===== src/rtl/multicycle_control.sv =====
// ---------------------------------------------------------------------------
// multicycle_control
//
// Multi-cycle MIPS sequencer. Each instruction is split into FETCH, DECODE,
// EXECUTE, MEMORY and WRITEBACK steps. The block drives the shared ALU, the
// instruction register, the register file and one unified memory port that
// uses a req/ready handshake.
//
// Build option:
//   ILLEGAL_TRAP_EN  defined   : an unknown opcode traps. The FSM stays in
//                                ILLEGAL, illegal_op is sticky and no more
//                                fetches happen until reset.
//                    undefined : an unknown opcode is a one-cycle NOP and
//                                illegal_op is tied to 0.
//
// Parameters:
//   MEM_WAIT_MAX  number of cycles mem_req may wait before mem_timeout (1..255)
//
// Ports:
//   clk, rst_n                 clock, synchronous active-low reset
//   opcode[5:0]                IR[31:26], valid from DECODE onward
//   zero                       ALU zero flag (branch decision)
//   mem_ready                  memory completes the current access
//   mem_req, mem_we, iord      memory request, write qualifier, address select
//   ir_write, pc_write, pc_src IR load, PC load, PC source select
//   reg_dst, mem_to_reg,
//   reg_write                  register file controls
//   alu_src_a, alu_src_b,
//   alu_op                     ALU operand selects and operation
//   instr_done                 one-cycle pulse in each instruction's last state
//   mem_timeout                sticky memory wait timeout flag
//   illegal_op                 sticky illegal opcode flag (trap build only)
// ---------------------------------------------------------------------------
module multicycle_control #(
    parameter int MEM_WAIT_MAX = 15
) (
    input  logic       clk,
    input  logic       rst_n,
    input  logic [5:0] opcode,
    input  logic       zero,
    input  logic       mem_ready,
    output logic       mem_req,
    output logic       mem_we,
    output logic       iord,
    output logic       ir_write,
    output logic       pc_write,
    output logic [1:0] pc_src,
    output logic       reg_dst,
    output logic       mem_to_reg,
    output logic       reg_write,
    output logic       alu_src_a,
    output logic [1:0] alu_src_b,
    output logic [3:0] alu_op,
    output logic       instr_done,
    output logic       mem_timeout,
    output logic       illegal_op
);

    typedef enum logic [3:0] {
        S_FETCH, S_DECODE, S_R_EXEC, S_R_WB, S_I_EXEC, S_I_WB, S_MEM_ADDR,
        S_MEM_READ, S_MEM_WB, S_MEM_WRITE, S_BRANCH, S_JUMP, S_ILLEGAL
    } state_t;

    localparam logic [5:0] OP_RTYPE = 6'b000000;
    localparam logic [5:0] OP_LW    = 6'b100011;
    localparam logic [5:0] OP_SW    = 6'b101011;
    localparam logic [5:0] OP_ADDI  = 6'b001000;
    localparam logic [5:0] OP_ANDI  = 6'b001100;
    localparam logic [5:0] OP_ORI   = 6'b001101;
    localparam logic [5:0] OP_XORI  = 6'b001110;
    localparam logic [5:0] OP_LUI   = 6'b001111;
    localparam logic [5:0] OP_SLTI  = 6'b001010;
    localparam logic [5:0] OP_BEQ   = 6'b000100;
    localparam logic [5:0] OP_BNE   = 6'b000101;
    localparam logic [5:0] OP_J     = 6'b000010;

    localparam logic [7:0] WAIT_MAX = 8'(MEM_WAIT_MAX);

    state_t     state_q, state_d;
    logic [7:0] wait_cnt_q, wait_cnt_d;
    logic       mem_timeout_q, mem_timeout_d;
    logic       illegal_op_q, illegal_op_d;

    // State register
    always_ff @(posedge clk) begin
        if (!rst_n) begin
            state_q       <= S_FETCH;
            wait_cnt_q    <= '0;
            mem_timeout_q <= 1'b0;
            illegal_op_q  <= 1'b0;
        end else begin
            state_q       <= state_d;
            wait_cnt_q    <= wait_cnt_d;
            mem_timeout_q <= mem_timeout_d;
            illegal_op_q  <= illegal_op_d;
        end
    end

    // Next-state logic
    always_comb begin
        state_d = state_q;
        unique case (state_q)
            S_FETCH:     if (mem_ready) state_d = S_DECODE;
            S_DECODE: begin
                unique case (opcode)
                    OP_RTYPE:                    state_d = S_R_EXEC;
                    OP_LW, OP_SW:                state_d = S_MEM_ADDR;
                    OP_ADDI, OP_ANDI, OP_ORI,
                    OP_XORI, OP_LUI, OP_SLTI:    state_d = S_I_EXEC;
                    OP_BEQ, OP_BNE:              state_d = S_BRANCH;
                    OP_J:                        state_d = S_JUMP;
                    default:                     state_d = S_ILLEGAL;
                endcase
            end
            S_R_EXEC:    state_d = S_R_WB;
            S_I_EXEC:    state_d = S_I_WB;
            S_MEM_ADDR:  state_d = (opcode == OP_SW) ? S_MEM_WRITE : S_MEM_READ;
            S_MEM_READ:  if (mem_ready) state_d = S_MEM_WB;
            S_MEM_WRITE: if (mem_ready) state_d = S_FETCH;
`ifdef ILLEGAL_TRAP_EN
            S_ILLEGAL:   state_d = S_ILLEGAL;
`else
            S_ILLEGAL:   state_d = S_FETCH;
`endif
            default:     state_d = S_FETCH;
        endcase
    end

    // Output decode: Moore on state, except the memory-completion and branch
    // qualifiers which look at mem_ready / zero in the same cycle.
    always_comb begin
        mem_req    = 1'b0;
        mem_we     = 1'b0;
        iord       = 1'b0;
        ir_write   = 1'b0;
        pc_write   = 1'b0;
        pc_src     = 2'b00;
        reg_dst    = 1'b0;
        mem_to_reg = 1'b0;
        reg_write  = 1'b0;
        alu_src_a  = 1'b0;
        alu_src_b  = 2'b00;
        alu_op     = 4'b0000;
        instr_done = 1'b0;
        unique case (state_q)
            S_FETCH: begin
                mem_req   = 1'b1;
                alu_src_b = 2'b01;          // PC + 4
                ir_write  = mem_ready;
                pc_write  = mem_ready;
            end
            S_DECODE: begin
                alu_src_b = 2'b11;          // speculative branch target
            end
            S_R_EXEC: begin
                alu_src_a = 1'b1;
                alu_op    = 4'b1000;
            end
            S_R_WB: begin
                reg_dst    = 1'b1;
                reg_write  = 1'b1;
                instr_done = 1'b1;
            end
            S_I_EXEC: begin
                alu_src_a = 1'b1;
                alu_src_b = 2'b10;
                unique case (opcode)
                    OP_ANDI: alu_op = 4'b0001;
                    OP_ORI:  alu_op = 4'b0010;
                    OP_XORI: alu_op = 4'b0011;
                    OP_LUI:  alu_op = 4'b1010;
                    OP_SLTI: alu_op = 4'b1011;
                    default: alu_op = 4'b0000;
                endcase
            end
            S_I_WB: begin
                reg_write  = 1'b1;
                instr_done = 1'b1;
            end
            S_MEM_ADDR: begin
                alu_src_a = 1'b1;
                alu_src_b = 2'b10;
            end
            S_MEM_READ: begin
                mem_req = 1'b1;
                iord    = 1'b1;
            end
            S_MEM_WB: begin
                mem_to_reg = 1'b1;
                reg_write  = 1'b1;
                instr_done = 1'b1;
            end
            S_MEM_WRITE: begin
                mem_req    = 1'b1;
                mem_we     = 1'b1;
                iord       = 1'b1;
                instr_done = mem_ready;
            end
            S_BRANCH: begin
                alu_src_a  = 1'b1;
                alu_op     = 4'b0110;
                pc_src     = 2'b01;
                pc_write   = (opcode == OP_BNE) ? ~zero : zero;
                instr_done = 1'b1;
            end
            S_JUMP: begin
                pc_write   = 1'b1;
                pc_src     = 2'b10;
                instr_done = 1'b1;
            end
            S_ILLEGAL: begin
`ifndef ILLEGAL_TRAP_EN
                instr_done = 1'b1;
`endif
            end
            default: ;
        endcase
    end

    // Memory wait counter: counts stalled request cycles, saturating at the
    // limit so the sticky flag cannot be missed through wrap-around.
    always_comb begin
        wait_cnt_d = '0;
        if (mem_req && !mem_ready) begin
            wait_cnt_d = (wait_cnt_q == WAIT_MAX) ? wait_cnt_q : wait_cnt_q + 8'd1;
        end
        mem_timeout_d = mem_timeout_q | (wait_cnt_d == WAIT_MAX);
`ifdef ILLEGAL_TRAP_EN
        illegal_op_d = illegal_op_q | (state_d == S_ILLEGAL);
`else
        illegal_op_d = 1'b0;
`endif
    end

    assign mem_timeout = mem_timeout_q;
    assign illegal_op  = illegal_op_q;

endmodule


===== config.mk =====
export PLATFORM = sky130hd
export DESIGN_NAME = multicycle_control
export DESIGN_NICKNAME = d
export VERILOG_FILES = /design/src/rtl/multicycle_control.sv
export SDC_FILE = /design/constraint.sdc
export NUM_CORES = 1
export LEC_CHECK = 0
export CORE_MARGIN = 3
export CORE_UTILIZATION = 48
export DETAILED_ROUTE_END_ITERATION = 6
export PLACE_DENSITY = 0.77
export SYNTH_ARGS = -nofsm -noshare
export SYNTH_HDL_FRONTEND = slang
export SYNTH_SLANG_ARGS = --single-unit

===== constraint.sdc =====
create_clock -name clk -period 2.2 [get_ports clk]
set_input_delay 0.44 -clock clk [delete_from_list [all_inputs] [get_ports clk]]
set_output_delay 0.44 -clock clk [all_outputs]
set_load 0.01 [all_outputs]

==> metrics.txt <==
Critical Path Source Type primary input; core area 2080 um2; drt drc 0; GR Util All Layers 24.8%; die area 2970 um2; CTS tree built; Longest Clk Path Bufs 2; Largest stage delay, worst path 520 ps; # clock sinks 13; hold buffer count at cts 0; Initial Utilization 54.2%; Initial DRC Count 41; initial antenna violation count 0; DP HPWL 2.40 mm; Top FF cell, synth dfxtp_1; leakage 0.726 nW; mapped cell area 1130 um2; Bufs and invs on worst path 2; post-route clock period utilization 98.1%; CP Class primary input to primary output; num ports 30; Clock transition at path regs 80 ps; vias in the first global route 1219; Vias 1326; PortBufs 28; Fin Hold WS 488 ps; Layout area overhead 46.9%; largest net degree at the start of global routing 17; met1 WL 1.43 mm; maximum vdd drop 0.000648 V; Finished Layout Cells 231; slowest stage cell, crit path or4b_4; most numerous cell in the Yosys netlist nor2_1; PwrDens 810 nW/um2; reg2reg start wait_cnt_q[0]$_SDFF_PN0_; remaining antenna violation count after routing 0; ANT cells 0; Num CTS Buffers 3; Final Util 79.6%; number of max-cap violations 0; clk root buf clkbuf_4; Wirelength per Cell 14.0 um; worst skew pair latency 280 ps; Placed Cells 223; worst clock skew 8.54 ps; synth warn 0; row count 16; max layer used met4; Crit Reg-Reg Endpoint mem_timeout$_SDFF_PN0_; H-Tree Depth 1; cells along the critical path dlygate4sd2_1 -> nand2b_4 -> or4b_4 -> nor4b_4 -> buf_2; Avg Vias per Cell 5.74; family with the most delay on the worst path simple AND/OR/NAND/NOR gates; Reg2Reg Setup Slack 320 ps; sequential area share after synthesis 23.1%; Slew Viols, Final 0; Die Wd 54.5 um; share of cells above drive strength 1 27.9%; Post-synth EDFFs 0; R2R depth 6; fin nets 216; Hold Fails Final Rpt 0; Routed WL 3.23 mm; worst setup path endpoint alu_op[0]; post-synth top area share 23.1%; Finish-stage setup viols 0; Synth Register Bits 13; WP data required 1760 ps; Post-Syn Nets 168; critical path depth in cells 5; Crit. Startpoint opcode[3]; RSZ-0062 raised after global routing no; Synth area leader dfxtp_1; crit-path max FO 2; commonest cells in the netlist nor2_1, dfxtp_1, nand2_1; post-synthesis instance total 157; global-route wire length before repair 5.42 mm; die height 54.5 um; CP Data Arrival Time 1720 ps; Hold Crit Class flop to flop; met3 WL post-DR 169 um; DR pass1 iterations 4; Mean Syn Cell Area 7.19 um2; FFs w/ async S/R, synth 0%; top cells by area, synth dfxtp_1, nor2_1, nand2_1; synth unique cells 52; Max Fclk 0.463 GHz; Tmin final 2160 ps; GPL Wtd Cong 0.869; met2 wire length 1.59 mm; critical path endpoint category primary output; grt total ovfl 0; run status complete, no violations
## routing by layer
| layer | track usage, % | vias to the layer above |
|---|---|---|
| li1 | - | 654 |
| met3 | 5.18 | 8 |
| met1 | 32.6 | 612 |
| met2 | 41.6 | 52 |
| met5 | 0 | - |
| met4 | 4.98 | 0 |
## cells in the final DEF, fill, tap and decap left out, types with 2 or more instances in the layout
cell type / instances
nor2_1: 26
buf_4: 25
dlygate4sd2_1: 14
nand2_1: 13
dfxtp_1: 11
a21oi_1: 8
nor3_1: 7
o21ai_0: 7
a31oi_1: 6
clkdlybuf4s50_1: 6
inv_1: 4
xnor2_1: 4
xor2_1: 3
clkbuf_4: 3
clkbuf_2: 3
nor3_2: 2
mux2_2: 2
nand4_1: 2
nand3_2: 2
and3_1: 2
or3_1: 2
nand4b_1: 2
nand3_1: 2
o22ai_1: 2
buf_2: 2
dlymetal6s2s_1: 2
buf_6: 2
dfxtp_2: 2
## what timing repair did
item / 4_1_cts / 5_1_grt
endpoints found under the setup margin: 14 / 7
buffers inserted: 0 / 4
gates resized for setup: 42 / 14
pin swaps: 1 / 0
## worst register-to-register path: stages, from the launching register on
cell and delay (ps):
dfxtp_1 400, ha_1 320, nand3_2 160, nor3b_4 330, mux2_1 380, nand4b_1 120
o41ai_2 70
## cell type report
type / count / area, um2
clock buffers: 4 / 26.3
fillers: 160 / 424
inverters: 5 / 18.8
multi-input cells: 127 / 862
flip-flops and latches: 13 / 263
well taps: 27 / 33.8
repair buffers: 55 / 454
## state kept, by name, summed over array words and instances (netlist names)
signal       cells
wait_cnt_q       8
state_q          4
mem_timeout      1
## worst min path at each step
stage                                      start  slack (ps)  cells past startpoint                     end
after floorplan           mem_timeout$_SDFF_PN0_         490                      2  mem_timeout$_SDFF_PN0_
after global placement    mem_timeout$_SDFF_PN0_         450                      2  mem_timeout$_SDFF_PN0_
after detailed placement  mem_timeout$_SDFF_PN0_         470                      2  mem_timeout$_SDFF_PN0_
after CTS                 mem_timeout$_SDFF_PN0_         490                      2  mem_timeout$_SDFF_PN0_
after global routing      mem_timeout$_SDFF_PN0_         530                      2  mem_timeout$_SDFF_PN0_
final                     mem_timeout$_SDFF_PN0_         490                      2  mem_timeout$_SDFF_PN0_
## power breakdown
part / internal [mW] / switching (mW) / total, mW / leakage (nW)
clock: 0.0703 / 0.0789 / 0.149 / 0.0150
combinational: 0.435 / 0.447 / 0.881 / 0.605
sequential: 0.270 / 0.0424 / 0.313 / 0.106
total: 0.775 / 0.568 / 1.34 / 0.726
## per-stage QoR
stage                     TNS, ps  power, mW  worst slack (ps)  area, um2
after global placement      -1960       1.16              -578       1550
after floorplan                 0      0.767               116       1130
after detailed placement    -2130       1.17              -631       1550
after global routing            0       1.44             0.614       1660
after CTS                   -5.59       1.29             -5.59       1610
final                           0       1.34              41.8       1660
## cells by family after synthesis
| group | share of synthesized area, % |
|---|---|
| flip-flops | 23.1 |
| AO/OA/AOI/OAI | 20.8 |
| multiplexers | 2.99 |
| other | 0.332 |
| buffers and inverters | 7.09 |
| adder cells (fa/ha/maj) | 1.11 |
| XOR/XNOR | 5.43 |
| AND/OR/NAND/NOR | 39.1 |
Note: power is estimated with default switching activity, not from simulation.
==> variant 1, RTL diff (config.mk and constraints unchanged) <==
Build with the macro `ILLEGAL_TRAP_EN` defined.
--- a/src/rtl/multicycle_control.sv
+++ b/src/rtl/multicycle_control.sv
@@ -31,6 +31,8 @@
 //   mem_timeout                sticky memory wait timeout flag
 //   illegal_op                 sticky illegal opcode flag (trap build only)
 // ---------------------------------------------------------------------------
+`define ILLEGAL_TRAP_EN
+
 module multicycle_control #(
     parameter int MEM_WAIT_MAX = 15
 ) (
Function: changed (a bounded check fails within 4 cycles, from zero or initial values and one cycle with rst_n low).
==> variant 1 against the unedited design <==
- wire length barely moved
- area after synthesis is 4.1% higher
- sequential cell count up 1
- maximum frequency shrank 0.28%
- setup slack lost 0.0061 ns
- critical endpoint is now alu_op[1]
- synthesized cell count is the same
- design area up 3.4%
- non-clock buffer count is 5 lower
Power is not compared: it rests on default switching activity, and its combinational part moved more than twofold at a synthesized area within 25%.
==> variant 1: results (changes against the unedited design) <==
| Metric | Value |
|---|---|
| Status | completed (unchanged) |
| R2R setup slack | 0.40 ns (was 0.32 ns) |
| Met2 wire len | 1540 µm (was 1590 µm) |
| Total of fill cells in the finished design | 177 (was 160) |
| Dpl cell area | 0.00159 mm² (was 0.00155 mm²) |
| Share of cells above drive strength 1 | 0.249 (was 0.279) |
| Postcts setup bufs | 1 (was 0) |
| Area share of fa/ha/maj cells after synthesis | 0.0106 (was 0.0111) |
| Post-synthesis mux area share | 0.0256 (was 0.0299) |
| Post-synth cell types | 56 (was 52) |
| Fmax | 462 MHz (was 463 MHz) |
| DR WL met3 | 171 µm (was 169 µm) |
| DP Wirelength | 2500 µm (was 2400 µm) |
| Worst hold slack | 0.472 ns (was 0.488 ns) |
| Routability-driven placement congestion ratio | 0.923 (was 0.869) |
| Commonest cells in the netlist | nor2_1 (21), dfxtp_1 (14), nand2_1 (13) (was nor2_1 (28), dfxtp_1 (13), nand2_1 (13)) |
| Worst Skew | 0.0113 ns (was 0.00854 ns) |
| M3 GR Usage | 0.0374 (was 0.0518) |
| Hold Path Origin | illegal_op (was mem_timeout) |
| Worst slack, placed | -0.624 ns (was -0.631 ns) |
| Crit path from | opcode[4] (was opcode[3]) |
| Synth top area cells | dfxtp_1 (24%), nor2_1 (6.7%), a21oi_1 (5.1%), nand2b_1 (4.3%), nand2_1 (4.2%) (was dfxtp_1 (23%), nor2_1 (9.3%), nand2_1 (4.3%), nor3_1 (4.0%), a21oi_1 (3.5%)) |
| Hold endpoint | illegal_op (was mem_timeout) |
| Total track usage | 0.209 (was 0.248) |
| First-pass GRT wire length | 5380 µm (was 5420 µm) |
| Post-CTS sizing | 36 (was 42) |
| Port Buffer Count | 29 (was 28) |
| Slowest CP cell | or3_4 (was or4b_4) |
| Layout net count | 213 (was 216) |
| Met2 Usage GRT | 0.353 (was 0.416) |
| DR vias | 1319 (was 1326) |
[variant 1: cell types whose count changed after synthesis, sizes merged, moves of 4 or more]
cell / before / now
a21oi: 8 / 13
a31oi: 6 / 2
buf: 4 / 8
clkbuf: 8 / 2
nand2b: 2 / 8
nor2: 28 / 21
[variant 1: cell type report]
class                           instances  area (µm²)  share of cell area
Clock buffer                            4        36.3              0.0212
Inverter                                4        15.0             0.00876
Multi-Input combinational cell        129         900               0.525
Sequential cell                        14         284               0.166
Tap cell                               28        35.0              0.0204
Timing Repair Buffer                   50         444               0.259
[variant 1: worst max-delay path: cells and delay by family]
family,cells,cell delay (ns)
AO/OA/AOI/OAI,1,0.12
buffers and inverters,2,0.39
AND/OR/NAND/NOR,3,0.77
[variant 1: worst max path at each step]
stage / endpoint
3_3_place_gp: alu_op[1]
3_5_place_dp: alu_op[1]
5_1_grt: reg_dst
4_1_cts: alu_op[1]
2_1_floorplan: alu_op[1]
6_report: alu_op[1]
==> variant 2, RTL diff (same settings) <==
Made on the original files. Register the output `mem_timeout` once more; this adds one clock of latency there. The other outputs are not delayed to match. Comments in the files are not updated.
--- a/src/rtl/multicycle_control.sv
+++ b/src/rtl/multicycle_control.sv
@@ -232,7 +232,9 @@
 `endif
     end
 
-    assign mem_timeout = mem_timeout_q;
+    always_ff @(posedge clk) begin
+        mem_timeout <= mem_timeout_q;
+    end
     assign illegal_op  = illegal_op_q;
 
 endmodule
Behaviour: same outputs for any inputs over 10 cycles, from zero or initial values and one cycle with rst_n low; that may be too few to reach the edited logic, so the function may still have changed.
==> variant 2 against the unedited design <==
- via count shrank 3.2%
- first-iteration DRC count shrank 9.8%
- critical path depth shrank 1
- die area shrank 2.4%
- design area shrank 1.8%
- worst hold slack lost 0.13 ns
- wire length shrank 0.68%
- sequential cell count grew 1
- power shrank 10%
- area after synthesis shrank 2.7%
- synthesized cell count shrank 1.9%
- setup slack gained 0.022 ns
- maximum frequency grew 1.0%
- critical path type is now reg -> out
==> variant 2: results (changes against the unedited design) <==
| Metric | Value |
|---|---|
| Status | completed (unchanged) |
| Static leakage | 0.739 nW (was 0.726 nW) |
| Crit path from | state_q[2] (was opcode[3]) |
| Layout net count | 211 (was 216) |
| Worst hold slack | 0.360 ns (was 0.488 ns) |
| First-pass GRT wire length | 5160 µm (was 5420 µm) |
| Synth Area in XOR/XNOR | 0.0478 (was 0.0543) |
| Net Sw Power | 0.491 mW (was 0.568 mW) |
| Worst slack, placed | -0.597 ns (was -0.631 ns) |
| NonClk Buf Share | 0.284 (was 0.274) |
| Sequential-to-total area share from yosys stat | 0.255 (was 0.231) |
| M3 GR Usage | 0.0526 (was 0.0518) |
| Worst Skew | 0.00657 ns (was 0.00854 ns) |
| Avg WL per Cell | 14.2 µm (was 14.0 µm) |
| Crit Path Max Fanout | 7 (was 2) |
| DP Wirelength | 2300 µm (was 2400 µm) |
| Core footprint | 0.00206 mm² (was 0.00208 mm²) |
| Met1 Resource Use GR | 0.278 (was 0.326) |
| Post-synthesis mux area share | 0.0194 (was 0.0299) |
| Multi-input combinational area share | 0.486 (was 0.520) |
| Total track usage | 0.240 (was 0.248) |
| Routability-driven placement congestion ratio | 0.754 (was 0.869) |
| Met2 Usage GRT | 0.450 (was 0.416) |
| Post-synth cell types | 46 (was 52) |
| Area share of fa/ha/maj cells after synthesis | 0.0114 (was 0.0111) |
| Non-clock buffer count | 54 (was 55) |
| Seq group | 0.346 mW (was 0.313 mW) |
| Met2 wire len | 1640 µm (was 1590 µm) |
-- variant 2: changes by cell type after synthesis, sizes merged, moves of 4 or more --
cell / unedited run / this run
clkbuf: 8 / 4
a21oi: 8 / 12
nor2: 28 / 23
buf: 4 / 9
a31oi: 6 / 2
-- variant 2: worst min-delay path by stage --
stage	startpoint	end	cells past startpoint
after floorplan	mem_timeout_q	mem_timeout	0
after global placement	mem_timeout_q	mem_timeout	0
after detailed placement	mem_timeout_q	mem_timeout	0
after CTS	mem_timeout_q	mem_timeout	0
after global routing	mem_timeout_q	mem_timeout	0
final	mem_timeout_q	mem_timeout	0
-- variant 2: through the flow --
step	util	std cells
6_report	0.789	226
5_1_grt	0.789	226
3_3_place_gp	0.729	218
2_1_floorplan	-	154
3_5_place_dp	0.729	218
4_1_cts	0.767	226
-- variant 2: critical path, stage by stage (launching register included) --
cell,delay [ns]
dfxtp_2,0.42
and2b_1,0.28
a31oi_4,0.13
inv_1,0.07
clkdlybuf4s50_1,0.53
